## config.mk

```make
export PLATFORM = sky130hd
export DESIGN_NAME = hazard_scoreboard
export DESIGN_NICKNAME = d
export VERILOG_FILES = /design/src/rtl/hazard_scoreboard_pkg.sv /design/src/rtl/hazard_scoreboard_reg_counter.sv /design/src/rtl/hazard_scoreboard.sv
export SDC_FILE = /design/constraint.sdc
export NUM_CORES = 1
export LEC_CHECK = 0
export BUFFER_PORTS_ARGS = -buffer_cell sky130_fd_sc_hd__clkbuf_2
export CORE_MARGIN = 4
export CORE_UTILIZATION = 50
export CTS_BUF_LIST = sky130_fd_sc_hd__clkbuf_2 sky130_fd_sc_hd__clkbuf_4 sky130_fd_sc_hd__clkbuf_8
export CTS_CLUSTER_SIZE = 28
export DETAILED_ROUTE_END_ITERATION = 12
export PLACE_DENSITY = 0.79
export SLEW_MARGIN = 5
export SYNTH_ARGS = -nofsm -noshare
export SYNTH_HDL_FRONTEND = slang
export SYNTH_HIERARCHICAL = 1
export SYNTH_SLANG_ARGS = --single-unit
```

## constraint.sdc

```tcl
create_clock -name clk -period 7.2 [get_ports clk]
set_clock_uncertainty 0.05 [all_clocks]
set_input_delay 0.36 -clock clk [delete_from_list [all_inputs] [get_ports clk]]
set_output_delay 0.36 -clock clk [all_outputs]
set_load 0.01 [all_outputs]
```

## src/rtl/hazard_scoreboard_pkg.sv

```systemverilog
// hazard_scoreboard_pkg: shared stall-reason encoding, latency constants and defaults
package hazard_scoreboard_pkg;

    localparam int DEF_REG_COUNT = 32;
    localparam int DEF_REG_AW    = 5;

    localparam int LAT_ALU  = 0;
    localparam int LAT_LOAD = 1;
    localparam int LAT_MUL  = 3;
    localparam int LAT_DIV  = 6;

    typedef enum logic [1:0] {
        SR_NONE   = 2'd0,
        SR_DATA   = 2'd1,
        SR_JUMP   = 2'd2,
        SR_FREEZE = 2'd3
    } stall_reason_e;

endpackage

```

## src/rtl/hazard_scoreboard_reg_counter.sv

```systemverilog
// sb_reg_counter: one register's forwarding countdown with load/decrement/hold/clear
module sb_reg_counter
    import hazard_scoreboard_pkg::*;
#(
    parameter int CNT_W = 4
) (
    input  logic             clk,
    input  logic             rst,
    input  logic             hold,
    input  logic             load,
    input  logic [CNT_W-1:0] load_val,
    output logic [CNT_W-1:0] cnt
);

    logic [CNT_W-1:0] cnt_q, cnt_d;

    // freeze holds, a new producer overrides, otherwise count down to zero
    always_comb begin
        cnt_d = hold ? cnt_q : load ? load_val : (cnt_q != '0 ? cnt_q - CNT_W'(1) : cnt_q);
    end

    // countdown register
    always_ff @(posedge clk) begin
        if (rst) cnt_q <= '0;
        else     cnt_q <= cnt_d;
    end

    assign cnt = cnt_q;

endmodule

```

## src/rtl/hazard_scoreboard.sv

```systemverilog
// hazard_scoreboard: per-register countdown scoreboard driving the ID stall/bubble
module hazard_scoreboard
    import hazard_scoreboard_pkg::*;
#(
    parameter int REG_COUNT  = DEF_REG_COUNT,
    parameter int REG_AW     = DEF_REG_AW,
    parameter int MAX_LAT    = 7,
    parameter int JUMP_EXTRA = 1,
    parameter int CNT_W      = $clog2(MAX_LAT + JUMP_EXTRA + 1),
    parameter int PERF_W     = 32
) (
    input  logic                 clk,
    input  logic                 rst,
    input  logic                 id_valid,
    input  logic [REG_AW-1:0]    id_rs1,
    input  logic [REG_AW-1:0]    id_rs2,
    input  logic                 id_rs1_used,
    input  logic                 id_rs2_used,
    input  logic [REG_AW-1:0]    id_rd,
    input  logic                 id_reg_write,
    input  logic [CNT_W-1:0]     id_latency,
    input  logic                 id_is_jump,
    input  logic                 id_flush,
    input  logic                 ex_busy,
    output logic                 bubble_stop,
    output logic                 issue,
    output logic [1:0]           stall_reason,
    output logic [REG_COUNT-1:0] pending_mask,
    output logic [PERF_W-1:0]    stall_cycles
);

    // every encodable index has a slot so out-of-range sources read as idle
    localparam int               NREG = 1 << REG_AW;
    localparam logic [CNT_W-1:0] JX   = CNT_W'(JUMP_EXTRA);
    localparam logic [CNT_W-1:0] MX   = CNT_W'(MAX_LAT);

    logic [CNT_W-1:0]  cnt [NREG];
    logic [CNT_W-1:0]  c1, c2, load_val;
    logic              e1, e2, haz_n, haz_j, haz, ld_en;
    stall_reason_e     reason;
    logic [PERF_W-1:0] stall_cycles_q, stall_cycles_d;

    // hazard detection, stall/issue decisions and the producer load value
    always_comb begin
        c1          = cnt[id_rs1];
        c2          = cnt[id_rs2];
        e1          = id_rs1_used && id_rs1 != '0;
        e2          = id_rs2_used && id_rs2 != '0;
        haz_n       = (e1 && c1 > JX) || (e2 && c2 > JX);
        haz_j       = (e1 && c1 != '0) || (e2 && c2 != '0);
        haz         = id_valid && (id_is_jump ? haz_j : haz_n);
        bubble_stop = ex_busy || (haz && !id_flush);
        issue       = id_valid && !bubble_stop && !id_flush;
        ld_en       = issue && id_reg_write && id_rd != '0;
        load_val    = (id_latency > MX ? MX : id_latency) + JX;
        reason      = ex_busy ? SR_FREEZE :
                      !(haz && !id_flush) ? SR_NONE :
                      (id_is_jump && !haz_n) ? SR_JUMP : SR_DATA;
    end

    assign stall_reason = reason;

    genvar r;
    for (r = 0; r < NREG; r++) begin : g_reg
        if (r == 0 || r >= REG_COUNT) begin : g_zero
            assign cnt[r] = '0;
        end else begin : g_cnt
            sb_reg_counter #(.CNT_W(CNT_W)) u_cnt (
                .clk      (clk),
                .rst      (rst),
                .hold     (ex_busy),
                .load     (ld_en && id_rd == REG_AW'(r)),
                .load_val (load_val),
                .cnt      (cnt[r])
            );
        end
    end

    for (r = 0; r < REG_COUNT; r++) begin : g_mask
        assign pending_mask[r] = cnt[r] != '0;
    end

    // saturating stall-cycle count
    always_comb begin
        stall_cycles_d = (bubble_stop && stall_cycles_q != '1) ? stall_cycles_q + PERF_W'(1) : stall_cycles_q;
    end

    // performance counter register
    always_ff @(posedge clk) begin
        if (rst) stall_cycles_q <= '0;
        else     stall_cycles_q <= stall_cycles_d;
    end

    assign stall_cycles = stall_cycles_q;

endmodule
```

# --- Word-level counts from Yosys, hierarchy flattened ---
# Cells that the tools add are included.
op_classes:
  order_cmp: 5
  bitwise_logic: 3
  muxes: 73
  addsub: 33
  eq_ne: 32
  n_reduce_logical: 149
ops:
  columns: ["cell", "count"]
  rows:
  - ["4-bit two-way mux", 67]
  - ["4-bit nonzero test", 33]
  - ["4-bit by 1-bit subtractor with 4-bit output (second input constant)", 31]
  - ["5-bit equality test (second input constant)", 16]
  - ["2-bit AND reduction", 31]
  - ["2-bit nonzero test", 31]
  - ["1-bit logical AND", 45]
  - ["4-bit binary-select mux with 5-bit select", 2]
  - ["5-bit by 4-bit equality test with 1-bit output (second input constant)", 8]
  - ["32-bit by 1-bit adder with 32-bit output (second input constant)", 1]
  - ["32-bit inequality test (second input constant)", 1]
  - ["5-bit by 3-bit equality test with 1-bit output (second input constant)", 4]
  - ["5-bit nonzero test", 3]
  - ["6-bit >= comparator (second input constant)", 2]
  - ["5-bit NOT with 6-bit output", 2]
  - ["5-bit by 2-bit equality test with 1-bit output (second input constant)", 2]
  - ["4-bit by 1-bit > comparator with 1-bit output (second input constant)", 2]
  - ["2-bit two-way mux", 3]
  - ["5-bit by 1-bit equality test with 1-bit output (second input constant)", 1]
  - ["4-bit by 1-bit adder with 4-bit output (second input constant)", 1]
  - ["4-bit by 3-bit > comparator with 1-bit output (second input constant)", 1]
  - ["1-bit logical NOT", 3]
  - ["1-bit logical OR", 3]
  - ["1-bit two-way mux", 1]
  - ["1-bit NOT", 1]
word_totals:
  elab_cells: 327
  ff_bits: 156

# --- Depth between registers and ports, before layout ---
# Gate-level depths: netlist of run 1.
depth:
  depth_word: 19
  ltp_mapped: 16
  depth_no_buf: 11

# --- Modules after synthesis ---
# The synthesis of run 1 kept the hierarchy.
modules_own_cells:
  columns: ["module", "area_per_inst_um2", "instances", "seq_area_each_um2", "cells_each"]
  rows:
  - ["sb_reg_counter", 280.3, 31, 80.1, 34]
  - ["hazard_scoreboard", 4005.1, 1, 640.6, 519]

# --- Worst setup path before layout of run 1 ---
# OpenSTA, ideal clock, no wires.
synth_path:
  path_type: "input to register"
  start: "input port id_rs2[0]"
  end: "register g_reg[1].g_cnt.u_cnt.cnt_q[1]"
  setup_time_ns: 0.130
  path_slack_ns: 3.527
  path_buffers: 3
  stages: 14
  arrival_time_ns: 3.493
  path_cell_list: "buf_4 mux4_2 mux4_2 and2_1 o21ai_2 o311ai_2 nor4_4 or4b_1 buf_2 nor2_1 buf_6 nor4b_1 a2111oi_0 nor3_1"
synth_between:
  elab_chain_cells: 19
  word_cells_on_any_way: 25
  cone_classes: "order compare: 1; mux: 5; bitwise: 1; reduce/logical: 18"
synth_lines:
  columns: ["item", "line", "source"]
  rows:
  - ["start, declared", "hazard_scoreboard.sv:16", "input logic [REG_AW-1:0] id_rs2,"]
  - ["5-bit NOT with 6-bit output (not written as such)", "hazard_scoreboard.sv:46", "c2 = cnt[id_rs2];"]
  - ["4-bit binary-select mux with 5-bit select", "hazard_scoreboard.sv:46", null]
  - ["4-bit two-way mux (not written as such) (2 in series)", "hazard_scoreboard.sv:46", null]
  - ["4-bit by 1-bit > comparator with 1-bit output or 4-bit nonzero test (tied branches)", "hazard_scoreboard.sv:49, hazard_scoreboard.sv:50", null]
  - ["1-bit logical AND (on tied branches)", "hazard_scoreboard.sv:49, hazard_scoreboard.sv:50", null]
  - ["1-bit logical OR (on tied branches)", "hazard_scoreboard.sv:49, hazard_scoreboard.sv:50", null]
  - ["1-bit two-way mux *", "hazard_scoreboard.sv:51", "haz = id_valid && (id_is_jump ? haz_j : haz_n);"]
  - ["1-bit logical AND *", "hazard_scoreboard.sv:51", null]
  - ["1-bit logical AND *", "hazard_scoreboard.sv:52", "bubble_stop = ex_busy || (haz && !id_flush);"]
  - ["1-bit logical OR *", "hazard_scoreboard.sv:52", null]
  - ["1-bit logical NOT *", "hazard_scoreboard.sv:53", "issue = id_valid && !bubble_stop && !id_flush;"]
  - ["1-bit logical AND * (2 in series)", "hazard_scoreboard.sv:53", null]
  - ["1-bit logical AND * (2 in series)", "hazard_scoreboard.sv:54", "ld_en = issue && id_reg_write && id_rd != '0;"]
  - ["1-bit logical AND *", "hazard_scoreboard.sv:72", ".load (ld_en && id_rd == REG_AW'(r)),"]
  - ["2-bit nonzero test (no source line)", null, null]
  - ["2-bit AND reduction (no source line)", null, null]
  - ["end signal, assigned", "hazard_scoreboard_reg_counter.sv:25", "else cnt_q <= cnt_d;"]
  - ["end, declared", "hazard_scoreboard_reg_counter.sv:15", "logic [CNT_W-1:0] cnt_q, cnt_d;"]
# Every way passes the cells marked *; elsewhere a longest branch is shown, timed or not. The select of a mux whose other input is x is not followed.
# A chain may end at the register's enable or synchronous reset.

# --- Final worst setup path of run 1 ---
layout_path:
  start: "input port id_rs2[0]"
  end: "register g_reg[25].g_cnt.u_cnt.cnt_q[1]"
layout_between:
  elab_chain_cells: 19
  word_cells_on_any_way: 25
  cone_classes: "order compare: 1; mux: 5; bitwise: 1; reduce/logical: 18"
layout_lines:
  columns: ["item", "line"]
  rows:
  - ["5-bit NOT with 6-bit output (not written as such)", "hazard_scoreboard.sv:46"]
  - ["4-bit binary-select mux with 5-bit select", "hazard_scoreboard.sv:46"]
  - ["4-bit two-way mux (not written as such) (2 in series)", "hazard_scoreboard.sv:46"]
  - ["4-bit by 1-bit > comparator with 1-bit output or 4-bit nonzero test (tied branches)", "hazard_scoreboard.sv:49, hazard_scoreboard.sv:50"]
  - ["1-bit logical AND (on tied branches)", "hazard_scoreboard.sv:49, hazard_scoreboard.sv:50"]
  - ["1-bit logical OR (on tied branches)", "hazard_scoreboard.sv:49, hazard_scoreboard.sv:50"]
  - ["1-bit two-way mux *", "hazard_scoreboard.sv:51"]
  - ["1-bit logical AND *", "hazard_scoreboard.sv:51"]
  - ["1-bit logical AND *", "hazard_scoreboard.sv:52"]
  - ["1-bit logical OR *", "hazard_scoreboard.sv:52"]
  - ["1-bit logical NOT *", "hazard_scoreboard.sv:53"]
  - ["1-bit logical AND * (2 in series)", "hazard_scoreboard.sv:53"]
  - ["1-bit logical AND * (2 in series)", "hazard_scoreboard.sv:54"]
  - ["1-bit logical AND *", "hazard_scoreboard.sv:72"]
  - ["2-bit nonzero test (no source line)", null]
  - ["2-bit AND reduction (no source line)", null]
  - ["end signal, assigned", "hazard_scoreboard_reg_counter.sv:25"]
  - ["end, declared", "hazard_scoreboard_reg_counter.sv:15"]
# Marks and branches as above.

==> results of run 1 <==
sequential cells by signal, indices dropped and copies added (netlist names):
| register | cells |
|---|---|
| stall_cycles | 32 |
| g.g_cnt.u_cnt/cnt | 124 |
final timing paths:
check / from / to / slack, ps / cells past startpoint
worst max-delay path: id_rs2[0] / g_reg[25].g_cnt.u_cnt/cnt[1]$_SDFFE_PP0P_ / 2730 / 13
worst max register to register: g_reg[27].g_cnt.u_cnt/cnt[0]$_SDFFE_PP0P_ / g_reg[25].g_cnt.u_cnt/cnt[1]$_SDFFE_PP0P_ / 2860 / 11
worst min-delay path: rst / g_reg[28].g_cnt.u_cnt/cnt[2]$_SDFFE_PP0P_ / 450 / 2
worst min register to register: stall_cycles[28]$_SDFFE_PP0P_ / stall_cycles[28]$_SDFFE_PP0P_ / 460 / 2
cells in the final DEF (no fill, tap or decap), types with 8 or more instances in the layout:
cell / Yosys / final
sky130_fd_sc_hd__a2111oi_0: 32 / 32
sky130_fd_sc_hd__a211o_1: 33 / 33
sky130_fd_sc_hd__a211oi_1: 8 / 8
sky130_fd_sc_hd__a21oi_1: 76 / 76
sky130_fd_sc_hd__a21oi_2: 31 / 31
sky130_fd_sc_hd__a31oi_1: 34 / 34
sky130_fd_sc_hd__buf_4: 7 / 9
sky130_fd_sc_hd__clkbuf_2: 0 / 92
sky130_fd_sc_hd__clkbuf_8: 0 / 18
sky130_fd_sc_hd__dfxtp_1: 156 / 156
sky130_fd_sc_hd__ha_1: 64 / 63
sky130_fd_sc_hd__inv_1: 165 / 164
sky130_fd_sc_hd__mux2_1: 14 / 14
sky130_fd_sc_hd__mux2_2: 13 / 13
sky130_fd_sc_hd__mux2i_1: 42 / 42
sky130_fd_sc_hd__mux4_2: 22 / 22
sky130_fd_sc_hd__nand2_1: 59 / 59
sky130_fd_sc_hd__nand2b_1: 19 / 19
sky130_fd_sc_hd__nand3_1: 48 / 48
sky130_fd_sc_hd__nand4_1: 44 / 44
sky130_fd_sc_hd__nor2_1: 144 / 144
sky130_fd_sc_hd__nor2b_1: 26 / 26
sky130_fd_sc_hd__nor3_1: 61 / 60
sky130_fd_sc_hd__nor4_1: 55 / 55
sky130_fd_sc_hd__nor4b_1: 35 / 35
sky130_fd_sc_hd__o21ai_0: 70 / 70
sky130_fd_sc_hd__o32ai_1: 33 / 33
sky130_fd_sc_hd__or3_1: 67 / 67
sky130_fd_sc_hd__or3b_1: 32 / 32
sky130_fd_sc_hd__or4_1: 17 / 17
sky130_fd_sc_hd__or4b_1: 32 / 32
through the flow:
stage	cell area [µm²]	utilization (%)	hold WS [ps]	worst slack, ps	std cells
2_1_floorplan	12690	-	372.4	3527	1573
3_3_place_gp	13150	52.35	439.5	2559	1940
3_5_place_dp	13150	52.35	435.6	2385	1940
4_1_cts	13610	54.21	431.4	2853	1971
5_1_grt	13610	54.21	469.7	2323	1971
6_report	13610	54.22	451.3	2734	1972
layout make-up:
class | instances | area (µm²) | area share, %
inverter | 166 | 623.1 | 4.577
multi-input combinational | 1186 | 8447 | 62.04
timing repair buffer | 102 | 539.3 | 3.961
antenna | 1 | 2.502 | 0.01838
sequential | 156 | 3123 | 22.94
tap | 330 | 412.9 | 3.033
clock inverter | 12 | 211.5 | 1.553
clock buffer | 19 | 255.2 | 1.875
where the power goes:
part | switching, mW | internal (mW)
sequential | 0.484 | 1.13
clock | 0.362 | 0.429
combinational | 1.44 | 1.29
routing by layer:
metal	up-vias	GRT usage (%)	wire, µm
met5	-	0	13
met1	5980	33.20	15170
li1	6074	-	-
met4	2	10.13	1370
met2	641	39.12	16510
met3	108	5.996	3666
logic make-up after synthesis:
group,Yosys count,synth area share [%]
AOI/OAI and AO/OA,359,19.64
xor gates and xnor gates,1,0.06901
adders and majority gates,64,6.309
buffers and inverters,231,8.970
DFF,156,24.60
muxes,91,9.611
other,1,0.02954
and+or+nand+nor,670,30.77
==> impl_metrics.sql, run 1 <==
INSERT INTO impl_metrics (metric_group, metric, value, unit) VALUES
('outcome', 'outcome', 'finished clean', ''),
('job', 'cap_viol_max_count', '0', ''),
('global_route', 'grt_start_max_net_pins', '131', ''),
('synth', 'synth-edff-count', '0', ''),
('layout', 'areaGrowthSynthToFinish', '7.255', '%'),
('route', 'drt_first_pass_iters', '5', ''),
('timing', 'timing.max_slew.rel_slack', '25.13', '%'),
('setup_path', 'crit_buf_inv', '2', ''),
('placement', 'placement.io_buffers', '94', ''),
('clock_tree', 'cts.repair_timing.setup_buffer_count', '0', ''),
('setup_path', 'arrival', '4700', 'ps'),
('die', 'die_area', '28000', 'µm²'),
('synth', 'synth.top_cells.by_count', 'sky130_fd_sc_hd__inv_1, sky130_fd_sc_hd__dfxtp_1, sky130_fd_sc_hd__nor2_1, sky130_fd_sc_hd__a21oi_1, sky130_fd_sc_hd__o21ai_0', ''),
('die', 'core-area', '25110', 'µm²'),
('die', 'io-pin-count', '96', ''),
('clock_tree', 'clock_tree.buffer_depth', '2', ''),
('power_and_ir_drop', 'power_per_cell_area', '377.1', 'nW/µm²'),
('synth', 'yosys.cell_types.count', '64', ''),
('setup_path', 'path_class', 'input pin to register', ''),
('synth', 'ys_ff_latch', '156', ''),
('setup_path', 'required', '7430', 'ps'),
('clock_tree', 'cts_root_buffer', 'sky130_fd_sc_hd__clkbuf_8', ''),
('route', 'vias_per_cell', '6.493', ''),
('layout', 'drive_gt1_share', '13.71', '%'),
('power_and_ir_drop', 'vdd_drop_max', '0.2388', 'mV'),
('global_route', 'grt_pass1_vias', '11680', ''),
('synth', 'netlist_area', '12690', 'µm²'),
('global_route', 'antenna_found_initial', '1', ''),
('route', 'wire_per_inst', '18.62', 'µm'),
('route', 'ant_nets', '0', ''),
('timing', 'max_freq', '0.2239', 'GHz'),
('die', 'initial_utilization', '50.55', '%'),
('synth', 'postSynthAreaPerCell', '8.070', 'µm²'),
('synth', 'yosysSeqAreaShare', '24.60', '%'),
('synth', 'yosys_warnings', '6', ''),
('setup_path', 'crit_path_cell_trace', 'clkbuf_2 -> buf_4 -> mux2_2 -> a2bb2oi_1 -> a2111oi_0 -> a211o_1 -> a21oi_1 -> nor4_4 -> nand4b_1 -> nor2_1 -> nor4b_1 -> a2111oi_0 -> nor3_1', ''),
('timing', 'sum_of_negative_setup_slack', '0', 'ps'),
('setup_path', 'slowest_stage', 'sky130_fd_sc_hd__nor2_1', ''),
('setup_path', 'setup.worst_path.end_class', 'register', ''),
('synth', 'synth.top_cell.area_share', '24.60', '%'),
('synth', 'share_of_flip_flops_with_an_asynchronous_set_or_reset_after_synthesis', '0', '%'),
('placement', 'dp.final_hpwl', '25260', 'µm'),
('synth', 'synthCells', '1573', ''),
('power_and_ir_drop', 'p_leak', '5.342', 'nW'),
('die', 'dieHeight', '167.3', 'µm'),
('timing', 'period_share', '62.03', '%'),
('global_route', 'grt_util_all_layers', '24.96', '%'),
('timing', 'rsz0062_at_grt', 'no', ''),
('die', 'std_cell_rows', '58', ''),
('power_and_ir_drop', 'total_power', '5.134', 'mW'),
('global_route', 'grt_pass1_wl', '58880', 'µm'),
('setup_path', 'critPathMaxFanout', '23', ''),
('setup_path', 'worst_path_dominant_cell_family', 'simple AND/OR/NAND/NOR gates', ''),
('route', 'drt_drc_violations_left', '0', ''),
('timing', 'final.min_clock_period', '4466', 'ps'),
('hold_path', 'holdCritPathClass', 'input pin to register', ''),
('setup_path', 'largest_stage_delay_on_the_critical_path', '630', 'ps'),
('timing', 'setup_viol', '0', ''),
('timing', 'worstMarginPinSlew', '1123', 'ps'),
('synth', 'synth-main-ff-cell', 'sky130_fd_sc_hd__dfxtp_1', ''),
('clock_tree', 'postCtsHoldBufs', '0', ''),
('timing', 'final-max-slew-violation-count', '0', ''),
('clock_tree', 'cts_resized', '0', ''),
('route', 'via_count', '12810', ''),
('route', 'totalWireLength', '36730', 'µm'),
('clock_tree', 'clock-sinks', '156', ''),
('clock_tree', 'cts_tree', 'done', ''),
('global_route', 'grt.overflow.total', '0', ''),
('layout', 'layout.nets', '1721', ''),
('timing', 'hold_violation_count_in_the_final_report', '0', ''),
('layout', 'total_of_fill_cells_in_the_finished_design', '2381', '');
Power figures use the tool's default switching activity.
==> inputs of run 2 (changes only) <==
Clock period 7.2 ns to 4.4 ns, I/O delays scaled along.
==> run 2 against run 1 <==
Against the previous run:
- non-clock buffer count up 38
- global-route usage up 0.33 points
- largest power group unchanged
- critical endpoint is now g_reg[3].g_cnt.u_cnt/cnt[1]$_SDFFE_PP0P_
- register-to-register slack worse by 2600 ps
- hold slack worse by 360 ps
- sequential share of layout area down 0.40 points
==> impl_metrics.sql, run 2 (synthesis results as in run 1) <==
INSERT INTO impl_metrics (metric_group, metric, value, unit) VALUES
('outcome', 'outcome', 'finished clean', ''),
('global_route', 'grt_pass1_wl', '59530', 'µm'),
('layout', 'largest_register_ffs', '124', ''),
('route', 'totalWireLength', '37130', 'µm'),
('timing', 'postLayoutSetupSlackWorst', '215.3', 'ps'),
('route', 'vias_per_cell', '6.498', ''),
('timing', 'final-max-slew-violation-count', '0', ''),
('die', 'io-pin-count', '96', ''),
('route', 'ant_nets', '0', ''),
('timing', 'final.min_clock_period', '4185', 'ps'),
('clock_tree', 'cts.repair_timing.setup_buffer_count', '0', ''),
('route', 'via_count', '13070', ''),
('placement', 'placement.io_buffers', '94', ''),
('power_and_ir_drop', 'power_switching_share', '45.20', '%'),
('power_and_ir_drop', 'p_clk_share', '14.0', '%'),
('clock_tree', 'h-tree-depth', '4', ''),
('die', 'initial_utilization', '50.55', '%'),
('global_route', 'grt_pass1_vias', '11830', ''),
('setup_path', 'largest_stage_delay_on_the_critical_path', '740', 'ps'),
('clock_tree', 'path_clk_slew', '100', 'ps'),
('layout', 'areaGrowthSynthToFinish', '9.138', '%'),
('clock_tree', 'clkLatencyLatePin', '480', 'ps'),
('placement', 'place.detailed.instances', '1978', ''),
('timing', 'period_share', '95.11', '%'),
('route', 'drt_first_pass_iters', '6', ''),
('timing', 'worstMarginPinSlew', '1099', 'ps'),
('clock_tree', 'total_cts_buffers', '17', ''),
('die', 'fp.dieW', '167.3', 'µm'),
('global_route', 'grt_start_max_net_pins', '120', ''),
('setup_path', 'arrival', '4450', 'ps'),
('timing', 'max_freq', '0.2390', 'GHz'),
('setup_path', 'required', '4660', 'ps'),
('timing', 'setup_viol', '0', ''),
('die', 'die_area', '28000', 'µm²'),
('global_route', 'grt_util_all_layers', '25.29', '%'),
('setup_path', 'worst_setup_path_start_kind', 'register', ''),
('layout', 'total_of_fill_cells_in_the_finished_design', '2266', ''),
('power_and_ir_drop', 'vdd_drop_max', '0.3769', 'mV'),
('setup_path', 'setup.worst_path.end_class', 'register', ''),
('power_and_ir_drop', 'combinationalPowerShare', '54.5', '%'),
('timing', 'hold_violation_count_in_the_final_report', '0', ''),
('route', 'drt_drc_violations_left', '0', ''),
('layout', 'layout.cells.most_common_list', 'sky130_fd_sc_hd__inv_1, sky130_fd_sc_hd__dfxtp_1, sky130_fd_sc_hd__nor2_1', ''),
('setup_path', 'crit_path_cell_trace', 'mux4_2 -> mux4_2 -> and2_1 -> o21ai_2 -> o311ai_2 -> nor4_4 -> or4b_1 -> nor2_2 -> nor4b_1 -> a2111oi_0 -> nor3_1', ''),
('setup_path', 'most_used_cell_along_the_critical_path', 'sky130_fd_sc_hd__mux4_2', ''),
('timing', 'rsz0062_at_grt', 'no', ''),
('die', 'core-area', '25110', 'µm²'),
('global_route', 'grt.overflow.total', '0', ''),
('layout', 'post_layout_nonfiller_instances', '2011', ''),
('clock_tree', 'cts_root_buffer', 'sky130_fd_sc_hd__clkbuf_8', ''),
('setup_path', 'worst_path_dominant_cell_family', 'simple AND/OR/NAND/NOR gates', ''),
('power_and_ir_drop', 'p_leak', '5.512', 'nW'),
('global_route', 'antenna_found_initial', '2', ''),
('layout', 'most_common_cell_after_layout_fill_and_taps_aside', 'sky130_fd_sc_hd__inv_1', ''),
('setup_path', 'path_class', 'register to register', ''),
('timing', 'sum_of_negative_setup_slack', '0', 'ps'),
('power_and_ir_drop', 'cell_internal_pwr', '4.567', 'mW'),
('layout', 'drive_gt1_share', '15.65', '%'),
('clock_tree', 'cts_tree', 'done', ''),
('clock_tree', 'cts_resized', '0', ''),
('hold_path', 'holdCritPathClass', 'input pin to register', ''),
('placement', 'dp.final_hpwl', '25750', 'µm'),
('power_and_ir_drop', 'power_per_cell_area', '601.6', 'nW/µm²'),
('layout', 'layout.nets', '1759', ''),
('die', 'std_cell_rows', '58', ''),
('clock_tree', 'clock_tree.buffer_depth', '2', ''),
('setup_path', 'critPathMaxFanout', '9', ''),
('power_and_ir_drop', 'pwr-share-seq', '31.6', '%'),
('clock_tree', 'clock-sinks', '156', ''),
('die', 'dieHeight', '167.3', 'µm'),
('timing', 'timing.max_slew.rel_slack', '26.74', '%'),
('setup_path', 'slowest_stage', 'sky130_fd_sc_hd__or4b_1', ''),
('power_and_ir_drop', 'switching_power', '3.768', 'mW'),
('placement', 'dp_slack', '-54.49', 'ps'),
('clock_tree', 'postCtsHoldBufs', '0', ''),
('placement', 'globalplace.congestion', '0.9738', ''),
('route', 'detail_route.iter0.violations', '1630', ''),
('setup_path', 'crit_buf_inv', '0', ''),
('job', 'cap_viol_max_count', '0', ''),
('route', 'wire_per_inst', '18.46', 'µm');
-- run 2: changes by cell type in the layout (fill, tap and decap cells not counted), moves of 2 or more --
cell	change
sky130_fd_sc_hd__buf_4	+37
sky130_fd_sc_hd__bufinv_16	-3
sky130_fd_sc_hd__clkinv_4	-2
sky130_fd_sc_hd__clkinvlp_4	+2
sky130_fd_sc_hd__inv_6	+3
-- run 2: power groups by stage --
stage          combinational (mW)  sequential (mW)  clock [mW]
4_1_cts                      4.48             2.60        1.18
6_report                     4.54             2.63        1.17
5_1_grt                      5.03             2.71        1.24
2_1_floorplan                3.33             2.36           0
3_5_place_dp                 4.45             2.63           0
3_3_place_gp                 4.29             2.61           0
-- run 2: tightest hold or removal path: stages --
cell	delay (ps)
sky130_fd_sc_hd__buf_4	120
sky130_fd_sc_hd__o21ai_0	120
sky130_fd_sc_hd__a21oi_2	130
-- run 2: routing by layer --
layer	wire, µm	up-vias	track usage, %
met5	13	-	0
met4	1073	2	9.104
met3	3701	100	4.674
met2	16920	685	40.85
met1	15420	6134	33.99
li1	-	6147	-
-- run 2: final cells by class --
class                      instances  area [µm²]  area share (%)
inverter                         166       623.1           4.498
multi-input combinational       1186        8444           60.96
tap                              330       412.9           2.980
timing repair buffer             140       837.1           6.042
clock buffer                      21       276.5           1.996
sequential                       156        3123           22.54
clock inverter                    11       133.9          0.9664
antenna                            1       2.502         0.01806
-- run 2: final timing paths --
path	start	endpoint	slack, ps	depth (start not counted)
setup reg to reg	g_reg[30].g_cnt.u_cnt/cnt[0]$_SDFFE_PP0P_	g_reg[3].g_cnt.u_cnt/cnt[1]$_SDFFE_PP0P_	220	11
hold / removal	ex_busy	g_reg[28].g_cnt.u_cnt/cnt[2]$_SDFFE_PP0P_	90	3
hold reg to reg	stall_cycles[28]$_SDFFE_PP0P_	stall_cycles[28]$_SDFFE_PP0P_	450	2
setup / recovery	g_reg[30].g_cnt.u_cnt/cnt[0]$_SDFFE_PP0P_	g_reg[3].g_cnt.u_cnt/cnt[1]$_SDFFE_PP0P_	220	11
-- run 2: per-stage QoR --
step	util (%)	hold slack [ps]	area, µm²	power [mW]
floorplan	-	232.4	12690	5.697
global placement	53.53	425.8	13440	6.898
detailed placement	53.53	435.7	13440	7.085
CTS	55.16	88.77	13850	8.259
global route	55.17	111.0	13850	8.977
finish	55.17	93.21	13850	8.335
==> inputs of run 3 (changes only) <==
Clock period 4.4 ns to 3.98 ns, I/O delays scaled along.
==> run 3 against run 2 <==
Against the previous run:
- clock power increased by 9%
- global-route usage increased by 1.0 points
- fmax increased by 8.2%
- final cell count increased by 1.4%
- clock-buffer cell count decreased by 4
==> impl_metrics.sql, run 3 (synthesis results as in run 1) <==
INSERT INTO impl_metrics (metric_group, metric, value, unit) VALUES
('setup_path', 'crit-reg2reg-launch', 'g_reg[30].g_cnt.u_cnt/cnt[0]$_SDFFE_PP0P_', ''),
('power_and_ir_drop', 'power_switching_share', '46.18', '%'),
('layout', 'final_design_area_no_fill', '14090', 'µm²'),
('power_and_ir_drop', 'vdd_drop_max', '0.4839', 'mV'),
('clock_tree', 'h-tree-depth', '4', ''),
('power_and_ir_drop', 'power_per_cell_area', '662.1', 'nW/µm²'),
('clock_tree', 'clock-sinks', '156', ''),
('layout', 'antenna-diode-count', '0', ''),
('power_and_ir_drop', 'cell_internal_pwr', '5.021', 'mW'),
('setup_path', 'worst_setup_path_start_kind', 'register', ''),
('job', 'cap_viol_max_count', '0', ''),
('setup_path', 'cp-endpoint', 'g_reg[25].g_cnt.u_cnt/cnt[1]$_SDFFE_PP0P_', ''),
('clock_tree', 'clock_tree.buffer_depth', '2', ''),
('power_and_ir_drop', 'combinationalPowerShare', '55.6', '%'),
('power_and_ir_drop', 'pwr-share-seq', '30.7', '%'),
('die', 'std_cell_rows', '58', ''),
('layout', 'areaGrowthSynthToFinish', '11.02', '%'),
('die', 'die_area', '28000', 'µm²'),
('layout', 'layout.area.seq', '3123', 'µm²'),
('route', 'ant_nets', '0', ''),
('power_and_ir_drop', 'p_leak', '5.684', 'nW'),
('placement', 'place.detailed.instances', '2008', ''),
('route', 'drt_first_pass_iters', '6', ''),
('timing', 'timing.max_slew.rel_slack', '29.92', '%'),
('clock_tree', 'total_cts_buffers', '17', ''),
('setup_path', 'rr_worst_depth', '13', ''),
('global_route', 'antenna_found_initial', '1', ''),
('placement', 'placement.io_buffers', '94', ''),
('global_route', 'grt.overflow.total', '0', ''),
('placement', 'dp.final_hpwl', '26750', 'µm'),
('outcome', 'outcome', 'finished clean', ''),
('route', 'via_count', '13290', ''),
('clock_tree', 'clkLatencyLatePin', '470', 'ps'),
('hold_path', 'holdCritPathClass', 'input pin to register', ''),
('layout', 'multi_input_comb_area', '8454', 'µm²'),
('layout', 'total_of_fill_cells_in_the_finished_design', '2303', ''),
('timing', 'hold_violation_count_in_the_final_report', '0', ''),
('timing', 'rsz0062_at_grt', 'yes', ''),
('timing', 'final.min_clock_period', '3867', 'ps'),
('global_route', 'grt_util_all_layers', '26.29', '%'),
('timing', 'setup_viol', '0', ''),
('route', 'wire_per_inst', '18.84', 'µm'),
('clock_tree', 'postCtsHoldBufs', '0', ''),
('setup_path', 'arrival', '4150', 'ps'),
('setup_path', 'worst-r2r-setup-slack', '110', 'ps'),
('die', 'io-pin-count', '96', ''),
('global_route', 'grt_pass1_wl', '61960', 'µm'),
('layout', 'drive_gt1_share', '17.25', '%'),
('die', 'dieHeight', '167.3', 'µm'),
('setup_path', 'setup.worst_path.end_class', 'register', ''),
('clock_tree', 'cts_root_buffer', 'sky130_fd_sc_hd__clkbuf_8', ''),
('global_route', 'grt_start_max_net_pins', '104', ''),
('die', 'core-area', '25110', 'µm²'),
('hold_path', 'min_path_cells', '2', ''),
('timing', 'hold_slack', '161.1', 'ps'),
('die', 'fp.dieW', '167.3', 'µm'),
('route', 'detail_route.iter0.violations', '1661', ''),
('clock_tree', 'cts_tree', 'done', ''),
('timing', 'worstMarginPinSlew', '1051', 'ps'),
('timing', 'final-max-slew-violation-count', '0', ''),
('setup_path', 'startpoint_of_the_worst_setup_timing_path', 'g_reg[30].g_cnt.u_cnt/cnt[0]$_SDFFE_PP0P_', ''),
('layout', 'most_common_cell_after_layout_fill_and_taps_aside', 'sky130_fd_sc_hd__inv_1', ''),
('power_and_ir_drop', 'p_clk_share', '13.7', '%'),
('layout', 'post_layout_nonfiller_instances', '2040', ''),
('timing', 'period_share', '97.16', '%'),
('route', 'vias_per_cell', '6.515', ''),
('global_route', 'grt_pass1_vias', '12180', ''),
('placement', 'placement.cell_area', '13680', 'µm²'),
('clock_tree', 'path_clk_slew', '100', 'ps'),
('power_and_ir_drop', 'switching_power', '4.309', 'mW'),
('setup_path', 'critPathMaxFanout', '8', ''),
('power_and_ir_drop', 'total_power', '9.330', 'mW'),
('layout', 'layout.nets', '1789', ''),
('die', 'initial_utilization', '50.55', '%'),
('setup_path', 'required', '4260', 'ps'),
('timing', 'max_freq', '0.2586', 'GHz'),
('placement', 'globalplace.congestion', '0.9805', ''),
('setup_path', 'rr_endpoint', 'g_reg[25].g_cnt.u_cnt/cnt[1]$_SDFFE_PP0P_', ''),
('setup_path', 'path_class', 'register to register', ''),
('route', 'totalWireLength', '38430', 'µm'),
('layout', 'layout.cells.most_common_list', 'sky130_fd_sc_hd__inv_1, sky130_fd_sc_hd__dfxtp_1, sky130_fd_sc_hd__nor2_1', ''),
('layout', 'largest_register_ffs', '124', ''),
('route', 'drt_drc_violations_left', '0', '');
-- run 3: power groups by stage --
stage          combinational (mW)  sequential (mW)  clock, mW
2_1_floorplan                3.69             2.61          0
3_3_place_gp                 4.88             2.85          0
3_5_place_dp                 5.05             2.86          0
4_1_cts                      5.10             2.83       1.30
5_1_grt                      5.74             2.95       1.37
6_report                     5.19             2.87       1.28
-- run 3: repair_timing --
item	CTS	global route
gates resized for setup	0	5
buffers inserted	0	0
setup endpoints to repair	0	22
-- run 3: how the worst min path moves through the flow --
stage / startpoint / end
after floorplan: rst / g_reg[10].g_cnt.u_cnt/cnt[2]$_SDFFE_PP0P_
after global placement: stall_cycles[28]$_SDFFE_PP0P_ / stall_cycles[28]$_SDFFE_PP0P_
after detailed placement: stall_cycles[14]$_SDFFE_PP0P_ / stall_cycles[14]$_SDFFE_PP0P_
after CTS: ex_busy / g_reg[31].g_cnt.u_cnt/cnt[3]$_SDFFE_PP0P_
after global routing: ex_busy / g_reg[20].g_cnt.u_cnt/cnt[3]$_SDFFE_PP0P_
final: rst / g_reg[19].g_cnt.u_cnt/cnt[2]$_SDFFE_PP0P_
-- run 3: layout make-up --
cell class,count,share of cell area (%)
well taps,330,2.930
inverters,166,4.422
clock inverters,15,1.207
multi-input cells,1186,59.99
clock buffers,17,1.660
repair buffers,170,7.627
flip-flops and latches,156,22.16
-- run 3: critical path, stage by stage, from the launching register on --
cell                        delay [ps]
sky130_fd_sc_hd__dfxtp_1           400
sky130_fd_sc_hd__mux4_2            500
sky130_fd_sc_hd__mux4_2            480
sky130_fd_sc_hd__and2_1            180
sky130_fd_sc_hd__o21ai_2           160
sky130_fd_sc_hd__o311ai_2          210
sky130_fd_sc_hd__nor4_4            200
sky130_fd_sc_hd__buf_4             160
sky130_fd_sc_hd__nand4b_1          100
sky130_fd_sc_hd__buf_4             210
sky130_fd_sc_hd__nor2_1            330
sky130_fd_sc_hd__nor4b_1           180
sky130_fd_sc_hd__a2111oi_0         490
sky130_fd_sc_hd__nor3_1             80
-- run 3: per-layer routing --
metal,wire [µm],vias up,global-route usage (%)
met5,12,-,0
met4,1168,2,9.104
met3,3830,105,5.264
met2,17830,694,43.20
met1,15590,6295,34.60
li1,-,6195,-
-- run 3: metrics by stage --
stage / util (%) / worst slack [ps] / setup TNS [ps]
after floorplan: - / 468.0 / 0
after global placement: 54.47 / -86.01 / -147.1
after detailed placement: 54.47 / -224.9 / -1802
after CTS: 56.08 / 35.67 / 0
after global routing: 56.12 / -60.53 / -93.63
final: 56.12 / 113.0 / 0
